===== config.mk =====
export PLATFORM = sky130hd
export DESIGN_NAME = lane_event_collector
export DESIGN_NICKNAME = d
export VERILOG_FILES = /design/src/rtl/lane_event_collector_pkg.sv /design/src/rtl/lane_event_collector_arb.sv /design/src/rtl/lane_event_collector.sv
export SDC_FILE = /design/constraint.sdc
export NUM_CORES = 1
export LEC_CHECK = 0
export ABC_CLOCK_PERIOD_IN_PS = 3900
export CORE_MARGIN = 3
export CORE_UTILIZATION = 30
export DETAILED_ROUTE_END_ITERATION = 10
export PLACE_DENSITY = 0.61
export REMOVE_ABC_BUFFERS = 1
export SYNTH_ARGS = -nofsm -noshare
export SYNTH_HDL_FRONTEND = slang
export SYNTH_HIERARCHICAL = 1
export SYNTH_SLANG_ARGS = --single-unit

===== constraint.sdc =====
create_clock -name clk -period 3.9 [get_ports clk]
set_clock_uncertainty 0.1 [all_clocks]
set_input_delay 0.39 -clock clk [delete_from_list [all_inputs] [get_ports clk]]
set_output_delay 0.39 -clock clk [all_outputs]
set_load 0.01 [all_outputs]

===== src/rtl/lane_event_collector_pkg.sv =====
// Shared types and helpers for the lane event collector.
// Timestamp support is built only when LANE_EVENT_COLLECTOR_TSTAMP_EN is defined.
package lane_event_pkg;

    localparam int MAX_LANES = 32;
    localparam int TS_W      = 16;

    function automatic int LANE_IDX_W(input int n);
        return (n <= 1) ? 1 : $clog2(n);
    endfunction

    typedef logic [LANE_IDX_W(MAX_LANES)-1:0] lane_idx_t;
    typedef logic [TS_W-1:0]                  ts_t;

endpackage


===== src/rtl/lane_event_collector_arb.sv =====
// Combinational round-robin pick over a request bitmap.
// Search starts at i_rr_ptr and wraps from N-1 back to 0.
module lane_rr_arbiter
    import lane_event_pkg::*;
#(
    parameter int N  = 4,
    parameter int IW = LANE_IDX_W(N)
) (
    input  logic [N-1:0]  i_req,
    input  logic [IW-1:0] i_rr_ptr,
    output logic [N-1:0]  o_grant,
    output logic [IW-1:0] o_grant_idx,
    output logic          o_any_grant
);

    int w_j;

    always_comb begin
        o_grant     = '0;
        o_grant_idx = '0;
        o_any_grant = 1'b0;
        w_j         = 0;
        for (int k = 0; k < N; k++) begin
            w_j = int'(i_rr_ptr) + k;
            if (w_j >= N) begin
                w_j = w_j - N;
            end
            if (!o_any_grant && i_req[w_j]) begin
                o_any_grant    = 1'b1;
                o_grant[w_j]   = 1'b1;
                o_grant_idx    = IW'(w_j);
            end
        end
    end

endmodule


===== src/rtl/lane_event_collector.sv =====
// Rising-edge collector: latches per-lane events, serializes them round-robin.
// Define LANE_EVENT_COLLECTOR_TSTAMP_EN to add per-event 16-bit timestamps (evt_ts).
module lane_event_collector
    import lane_event_pkg::*;
#(
    parameter int N_LANES = 4,
    parameter int DROP_W  = 8
) (
    input  logic                              clk,
    input  logic                              rst_n,
    input  logic [N_LANES-1:0]                lane_a,
    output logic                              evt_valid,
    input  logic                              evt_ready,
    output logic [LANE_IDX_W(N_LANES)-1:0]    evt_lane,
    output logic [N_LANES-1:0]                pending,
    output logic [DROP_W-1:0]                 drop_cnt
`ifdef LANE_EVENT_COLLECTOR_TSTAMP_EN
    ,
    output ts_t                               evt_ts
`endif
);

    localparam int IW = LANE_IDX_W(N_LANES);
    localparam int SW = DROP_W + 6;

    logic [N_LANES-1:0] r_lane_q;
    logic [N_LANES-1:0] r_pending;
    logic               r_valid;
    logic [IW-1:0]      r_lane;
    logic [IW-1:0]      r_rr_ptr;
    logic [DROP_W-1:0]  r_drop;

    logic [N_LANES-1:0] w_edge;
    logic               w_load;
    logic [N_LANES-1:0] w_arb_grant;
    logic [IW-1:0]      w_arb_idx;
    logic               w_arb_any;
    logic [N_LANES-1:0] w_gnt;
    logic [N_LANES-1:0] w_drop;
    logic [5:0]         w_drop_n;
    logic [SW-1:0]      w_drop_sum;
    logic [DROP_W-1:0]  w_drop_next;
    logic [IW-1:0]      w_rr_next;

    assign w_edge = lane_a & ~r_lane_q;
    assign w_load = ~r_valid | evt_ready;

    lane_rr_arbiter #(
        .N  (N_LANES),
        .IW (IW)
    ) u_arb (
        .i_req       (r_pending),
        .i_rr_ptr    (r_rr_ptr),
        .o_grant     (w_arb_grant),
        .o_grant_idx (w_arb_idx),
        .o_any_grant (w_arb_any)
    );

    // A grant only happens when the output register can take a new event.
    assign w_gnt  = w_load ? w_arb_grant : '0;
    assign w_drop = w_edge & r_pending & ~w_gnt;

    always_comb begin
        w_drop_n = '0;
        for (int i = 0; i < N_LANES; i++) begin
            w_drop_n = w_drop_n + 6'(w_drop[i]);
        end
    end

    assign w_drop_sum  = SW'(r_drop) + SW'(w_drop_n);
    assign w_drop_next = (w_drop_sum > SW'({DROP_W{1'b1}}))
                       ? {DROP_W{1'b1}}
                       : w_drop_sum[DROP_W-1:0];

    assign w_rr_next = (w_arb_idx == IW'(N_LANES - 1))
                     ? '0
                     : w_arb_idx + IW'(1);

    always_ff @(posedge clk or negedge rst_n) begin
        if (!rst_n) begin
            r_lane_q  <= '0;
            r_pending <= '0;
            r_valid   <= 1'b0;
            r_lane    <= '0;
            r_rr_ptr  <= '0;
            r_drop    <= '0;
        end else begin
            r_lane_q  <= lane_a;
            r_pending <= (r_pending & ~w_gnt) | w_edge;
            r_drop    <= w_drop_next;
            if (w_load) begin
                if (w_arb_any) begin
                    r_valid  <= 1'b1;
                    r_lane   <= w_arb_idx;
                    r_rr_ptr <= w_rr_next;
                end else begin
                    r_valid  <= 1'b0;
                end
            end
        end
    end

`ifdef LANE_EVENT_COLLECTOR_TSTAMP_EN
    ts_t                r_ts_cnt;
    ts_t                r_ts [N_LANES];
    ts_t                r_evt_ts;
    logic [N_LANES-1:0] w_ts_cap;

    // Dropped edges keep the older timestamp of the still-pending event.
    assign w_ts_cap = w_edge & (~r_pending | w_gnt);

    always_ff @(posedge clk or negedge rst_n) begin
        if (!rst_n) begin
            r_ts_cnt <= '0;
            r_evt_ts <= '0;
            for (int i = 0; i < N_LANES; i++) begin
                r_ts[i] <= '0;
            end
        end else begin
            r_ts_cnt <= r_ts_cnt + ts_t'(1);
            for (int i = 0; i < N_LANES; i++) begin
                if (w_ts_cap[i]) begin
                    r_ts[i] <= r_ts_cnt;
                end
            end
            if (w_load && w_arb_any) begin
                r_evt_ts <= r_ts[w_arb_idx];
            end
        end
    end

    assign evt_ts = r_evt_ts;
`endif

    assign evt_valid = r_valid;
    assign evt_lane  = r_lane;
    assign pending   = r_pending;
    assign drop_cnt  = r_drop;

endmodule


**After elaboration in Yosys (flattened, before gate mapping)**

Index checks and enable logic that the tools add are counted.

- $add $sub $neg: 12
- $lt $le $gt $ge: 13
- Equality and inequality tests: 1
- Multiplexer cells: 40
- Bitwise logic cells: 12
- Reductions and logical operators: 11

Operator list:

| operator | number |
|---|---|
| $ge 32x1->1 const B | 4 |
| $lt 32x4->1 const B | 4 |
| $mux 32 | 4 |
| $ge 32x4->1 const B | 3 |
| $sub 32x4->32 const B | 3 |
| $mux 4 | 5 |
| $mux 1 | 17 |
| $and 4x4->4 | 4 |
| $or 4x4->4 | 4 |
| $mux 2 | 5 |
| $add 8x4->9 | 1 |
| $gt 9x8->1 const B | 1 |
| $bmux 1 s2 | 4 |
| $demux 1 s2 | 4 |
| $mux 8 | 1 |
| $not 4->4 | 2 |
| $logic_and 1x1->1 | 7 |
| $add 2x2->3 const B | 2 |
| $add 3x1->4 | 1 |
| $sub 2x3->4 const B | 1 |
| $add 2x1->3 | 1 |
| $add 2x1->3 const B | 1 |
| $ge 2x3->1 const B | 1 |
| $logic_not 1->1 | 3 |
| 6 further kinds | 6 |

- Bits in registers: 21
- Bits of input ports: 7
- Output and inout bits: 15
- Logic and storage cells: 95

**Depth between registers and ports, before layout**

- Depth after elaboration: 24
- Mapped depth: 19
- Mapped depth without buffers: 17

**By module**

The synthesis kept the hierarchy.

By module, submodules not included:

| module | instances | cells an instance | area each (sq um) | sequential area each (sq um) |
|---|---|---|---|---|
| lane_event_collector | 1 | 83 | 942.2 | 525.5 |
| lane_rr_arbiter | 1 | 48 | 460.4 | 0.0 |

**Worst setup path before layout**

Ideal clock, no wire load.

- Kind: register to register
- Start point: reg r_rr_ptr[0]
- End point: reg r_drop[1], in the netlist drop_cnt[1]
- Setup time: 69 ps
- Arrival: 3,895 ps
- Data required time: 3,731 ps
- Slack: -163 ps
- Cell stages (with the launch flop): 20
- Path buffers: 2
- Cell sequence: dfrtp_1 -> buf_6 -> inv_1 -> ha_1 -> mux4_2 -> buf_6 -> and2b_2 -> a22oi_1 -> o21ai_0 -> nand2_1 -> nand2_1 -> or3_1 -> fa_1 -> fa_1 -> inv_1 -> fa_1 -> nand2_1 -> nor2_2 -> nand4_2 -> nand2b_1

- Cells in the longest elaborated chain, start to end: 24
- Elaborated cells on any way between the ends: 72
- Classes of those cells: 11 x add/sub; 13 x order compare; 33 x mux; 5 x bitwise; 10 x reduce/logical

RTL lines:

| item | RTL line | text |
|---|---|---|
| from (decl) | lane_event_collector.sv:30 | `logic [IW-1:0] r_rr_ptr;` |
| from (signal assigned) | lane_event_collector.sv:95 | `r_rr_ptr <= w_rr_next;` |
| branches (longest 14 deep; another with $sub 32x4->32) | -- |  |
| $mux 4 (*) | lane_event_collector_arb.sv:28 | `if (!o_any_grant && i_req[w_j]) begin` |
| via w_arb_grant[0] | lane_event_collector.sv:35 | `logic [N_LANES-1:0] w_arb_grant;` |
| $mux 4 (*) | lane_event_collector.sv:60 | `assign w_gnt = w_load ? w_arb_grant : '0;` |
| $not 4->4 (*) | lane_event_collector.sv:61 | `assign w_drop = w_edge & r_pending & ~w_gnt;` |
| $and 4x4->4 (*) | lane_event_collector.sv:61 |  |
| $add 1x1->2 (*) | lane_event_collector.sv:66 | `w_drop_n = w_drop_n + 6'(w_drop[i]);` |
| $add 2x1->3 (*) | lane_event_collector.sv:66 |  |
| $add 3x1->4 (*) | lane_event_collector.sv:66 |  |
| $add 8x4->9 (*) | lane_event_collector.sv:70 | `assign w_drop_sum = SW'(r_drop) + SW'(w_drop_n);` |
| $gt 9x8->1 | lane_event_collector.sv:71 | `assign w_drop_next = (w_drop_sum > SW'({DROP_W{1'b1}}))` |
| $mux 8 (*) | lane_event_collector.sv:72 | `? {DROP_W{1'b1}}` |
| via w_drop_next[1] | lane_event_collector.sv:42 | `logic [DROP_W-1:0] w_drop_next;` |
| to (signal assigned) | lane_event_collector.sv:90 | `r_drop <= w_drop_next;` |
| to (decl) | lane_event_collector.sv:31 | `logic [DROP_W-1:0] r_drop;` |

Mark *: on every way through the listed nets, which the timed path passes. The select of a mux whose other input is x is not followed.
A chain may end at the register's enable or synchronous reset.

**Worst setup path in the final report**

- Start point: reg r_rr_ptr[0]
- End point: reg r_drop[2], in the netlist drop_cnt[2]

Same word-level chain as after synthesis.

==> flow_metrics.py <==
metrics = {
    "critical_path": {
        "critPathSlowestCell": "fa_1",
        "r2r-end": "drop_cnt[2]",
        "crit_path_end_kind": "register",
        "crit_arrival_ns": 3.89,
        "rrSetupSlack_ns": 0.05,
        "path_delay_family": "adder cells",
        "worst-path-max-fanout": 5,
        "rr_worst_depth": 15,
        "cp_num_cells": 15,
        "reg2reg_from": "r_rr_ptr[0]",
        "worstPathRequired_ns": 3.94,
        "path_buf_inv": 4,
        "worstPathCellList": "buf_6, mux4_2, and2b_2, a22oi_1, o21ai_1, nand2_1, nand2_2, or3_4, fa_1, fa_2, inv_2, fa_2, buf_4, buf_4, o21a_1",
        "crit_type": "register to register",
        "start_kind": "register",
        "slowest_delay_ns": 0.53,
    },
    "floorplan": {
        "num_rows": 24,
        "core-area_um2": 4444,
        "dieArea_um2": 5532,
        "dieWidth_um": 74.38,
        "start_util_pct": 31.56,
        "die_y_um": 74.38,
        "num_io_pins": 22,
    },
    "clocking": {
        "clockRootBuffer": "clkbuf_8",
        "clock_latency_ns": 0.25,
        "hold_buffers": 0,
        "cts_buffers": 3,
        "clk_path_buf_depth": 2,
        "htree_levels": 1,
        "clk_pin_slew_ns": 0.07,
        "tritoncts": "built",
        "cts_sinks": 21,
    },
    "layout": {
        "nets": 193,
        "fin_cells": 224,
        "area_delta_synth_final_pct": 34.97,
        "diodes": 0,
        "drive_gt1_share_pct": 27.91,
        "finish.utilization_pct": 42.60,
        "n_fill_cell": 433,
    },
    "synthesis": {
        "synthTopCellsByArea": "dfrtp_1 37%, ha_1 8.9%, mux4_1 5.6%, nand2_1 4.5%, fa_1 4.3%",
        "synth_common_cells": "21 x dfrtp_1, 17 x nand2_1, 12 x inv_1",
        "ys.flop_type": "dfrtp_1",
        "yosysTopAreaCell": "dfrtp_1",
        "yosysTopAreaCellShare_pct": 37.47,
        "synthCells": 131,
        "syn_avg_cell_area_um2": 10.71,
        "synth_cell_types": 35,
        "seq_area_frac_synth_pct": 37.47,
        "synthMostInstantiatedCell": "dfrtp_1",
        "yosysWarningCount": 6,
        "ys_seq_elements": 21,
        "syn_area_um2": 1403,
        "async_flop_share_pct": 100.0,
        "synth_edf_count": 0,
    },
    "timing": {
        "finalCritPeriodShare_pct": 98.71,
        "fmax_mhz": 259.8,
        "finalSetupViolCount": 0,
        "rsz0062_at_grt": "yes",
        "fin_ws_ns": 0.05049,
        "worst_pin_slew_ns": 0.8944,
        "drv_slew": 0,
        "max_slew_margin_pct": 40.19,
        "layout_min_cycle_time_ns": 3.850,
        "finalHoldViolations": 0,
    },
    "global_routing": {
        "grt.total_usage_pct": 12.41,
        "antenna_found_initial": 0,
        "grt_pass1_wl_um": 5409,
        "overflow": 0,
        "grt_max_degree": 22,
        "grt_pass1_vias": 1222,
    },
    "detailed_routing": {
        "drtAntennaViolNets": 0,
        "first_iter_violations": 29,
        "num_vias": 1149,
        "wl_um": 3103,
        "wl_per_cell_um": 13.85,
        "first_pass_iters": 4,
        "drc": 0,
        "viasPerCell": 5.129,
    },
    "worst_hold_path": {
        "hold_end": "pending[1]",
        "hold_depth": 1,
        "min_from": "r_lane_q[1]",
        "hold_class": "register to register",
    },
    "pwr": {
        "powerDensity_nw_per_um2": 884.2,
        "finalPower_mw": 1.674,
        "leakage_nw": 0.8082,
        "vdd_drop_max_v": 0.0003126,
    },
    "placement": {
        "place_ws_ns": -0.1616,
        "hpwl_um": 2438,
        "dp_cells": 216,
        "gp_congestion": 0.8176,
        "port_buffers": 21,
    },
    "status": {
        "outcome": "finished clean",
    },
    "run": {
        "max-cap-violations": 0,
    },
}
-- sequential cells by signal, indices dropped and copies added (netlist names) --
name,count
drop_cnt,8
evt_lane,2
evt_valid,1
pending,4
r_lane_q,4
r_rr_ptr,2
-- worst max-delay path by stage --
stage,start,endpoint,slack [ns]
6_report,r_rr_ptr[0],drop_cnt[2],0.05
5_1_grt,r_rr_ptr[1],drop_cnt[1],-0.14
4_1_cts,r_rr_ptr[0],drop_cnt[6],0.002
3_5_place_dp,r_rr_ptr[1],drop_cnt[1],-0.16
3_3_place_gp,r_rr_ptr[0],drop_cnt[0],-0.1
2_1_floorplan,r_rr_ptr[0],drop_cnt[1],-0.29
-- per-layer routing --
metal	wire length [µm]	share of wire (%)	global-route usage (%)	vias up
met5	0	0	0	-
met4	44	1.4	4.743	0
met3	131	4.2	2.027	5
met2	1539	50	21.37	23
met1	1388	45	15.55	573
li1	-	-	-	548
-- logic make-up after synthesis --
| kind of cell | Yosys count | share of synthesized area [%] |
|---|---|---|
| XOR/XNOR | 2 | 1.249 |
| flip-flops | 21 | 37.47 |
| multiplexers | 12 | 13.38 |
| adder cells (fa/ha/maj) | 13 | 13.20 |
| AO/OA/AOI/OAI | 30 | 14.18 |
| AND/OR/NAND/NOR | 38 | 15.43 |
| buffers and inverters | 15 | 5.084 |
-- cell usage in the layout (no fill, tap or decap), types with 4 or more instances in the layout --
cell type / instances
mux2_2: 5
nand2_1: 14
buf_4: 16
dfrtp_1: 21
clkdlybuf4s50_1: 21
mux4_2: 4
inv_1: 9
nor2_1: 4
a22oi_1: 8
o21ai_0: 9
ha_1: 9
-- worst reg2reg max path: cells and delay by family, from the launching register on --
family / cells / cell delay [ns]
AO/OA/AOI/OAI: 3 / 0.46
adder cells (fa/ha/maj): 3 / 1.11
buffers and inverters: 4 / 0.44
flip-flops: 1 / 0.39
multiplexers: 1 / 0.50
AND/OR/NAND/NOR: 4 / 0.74
-- layout make-up --
cell class	instances	area (µm²)	area share [%]
well taps	52	65.06	3.437
clock buffers	4	45.04	2.379
inverters	12	45.04	2.379
flip-flops and latches	21	525.5	27.76
multi-input cells	95	848.3	44.81
repair buffers	40	364.1	19.23
-- power by group --
part / internal, mW / leakage (nW) / switching [mW]
clock network: 0.0725 / 0.0228 / 0.0628
logic: 0.605 / 0.548 / 0.520
registers: 0.301 / 0.237 / 0.114
-- through the flow --
step | TNS, ns | instance area (µm²) | hold WS [ns]
after floorplan | -1.946 | 1376 | -0.005591
after global placement | -0.4051 | 1764 | 0.3369
after detailed placement | -0.8853 | 1764 | 0.3421
after CTS | 0 | 1829 | 0.3519
after global routing | -0.8686 | 1893 | 0.3860
final | 0 | 1893 | 0.3526
-- timing repair --
action                                  4_1_cts  5_1_grt
pin swaps                                     4        9
buffers inserted                              0        4
endpoints found under the setup margin        8        8
gates resized for setup                      10       11
(Power assumes the default switching activity.)
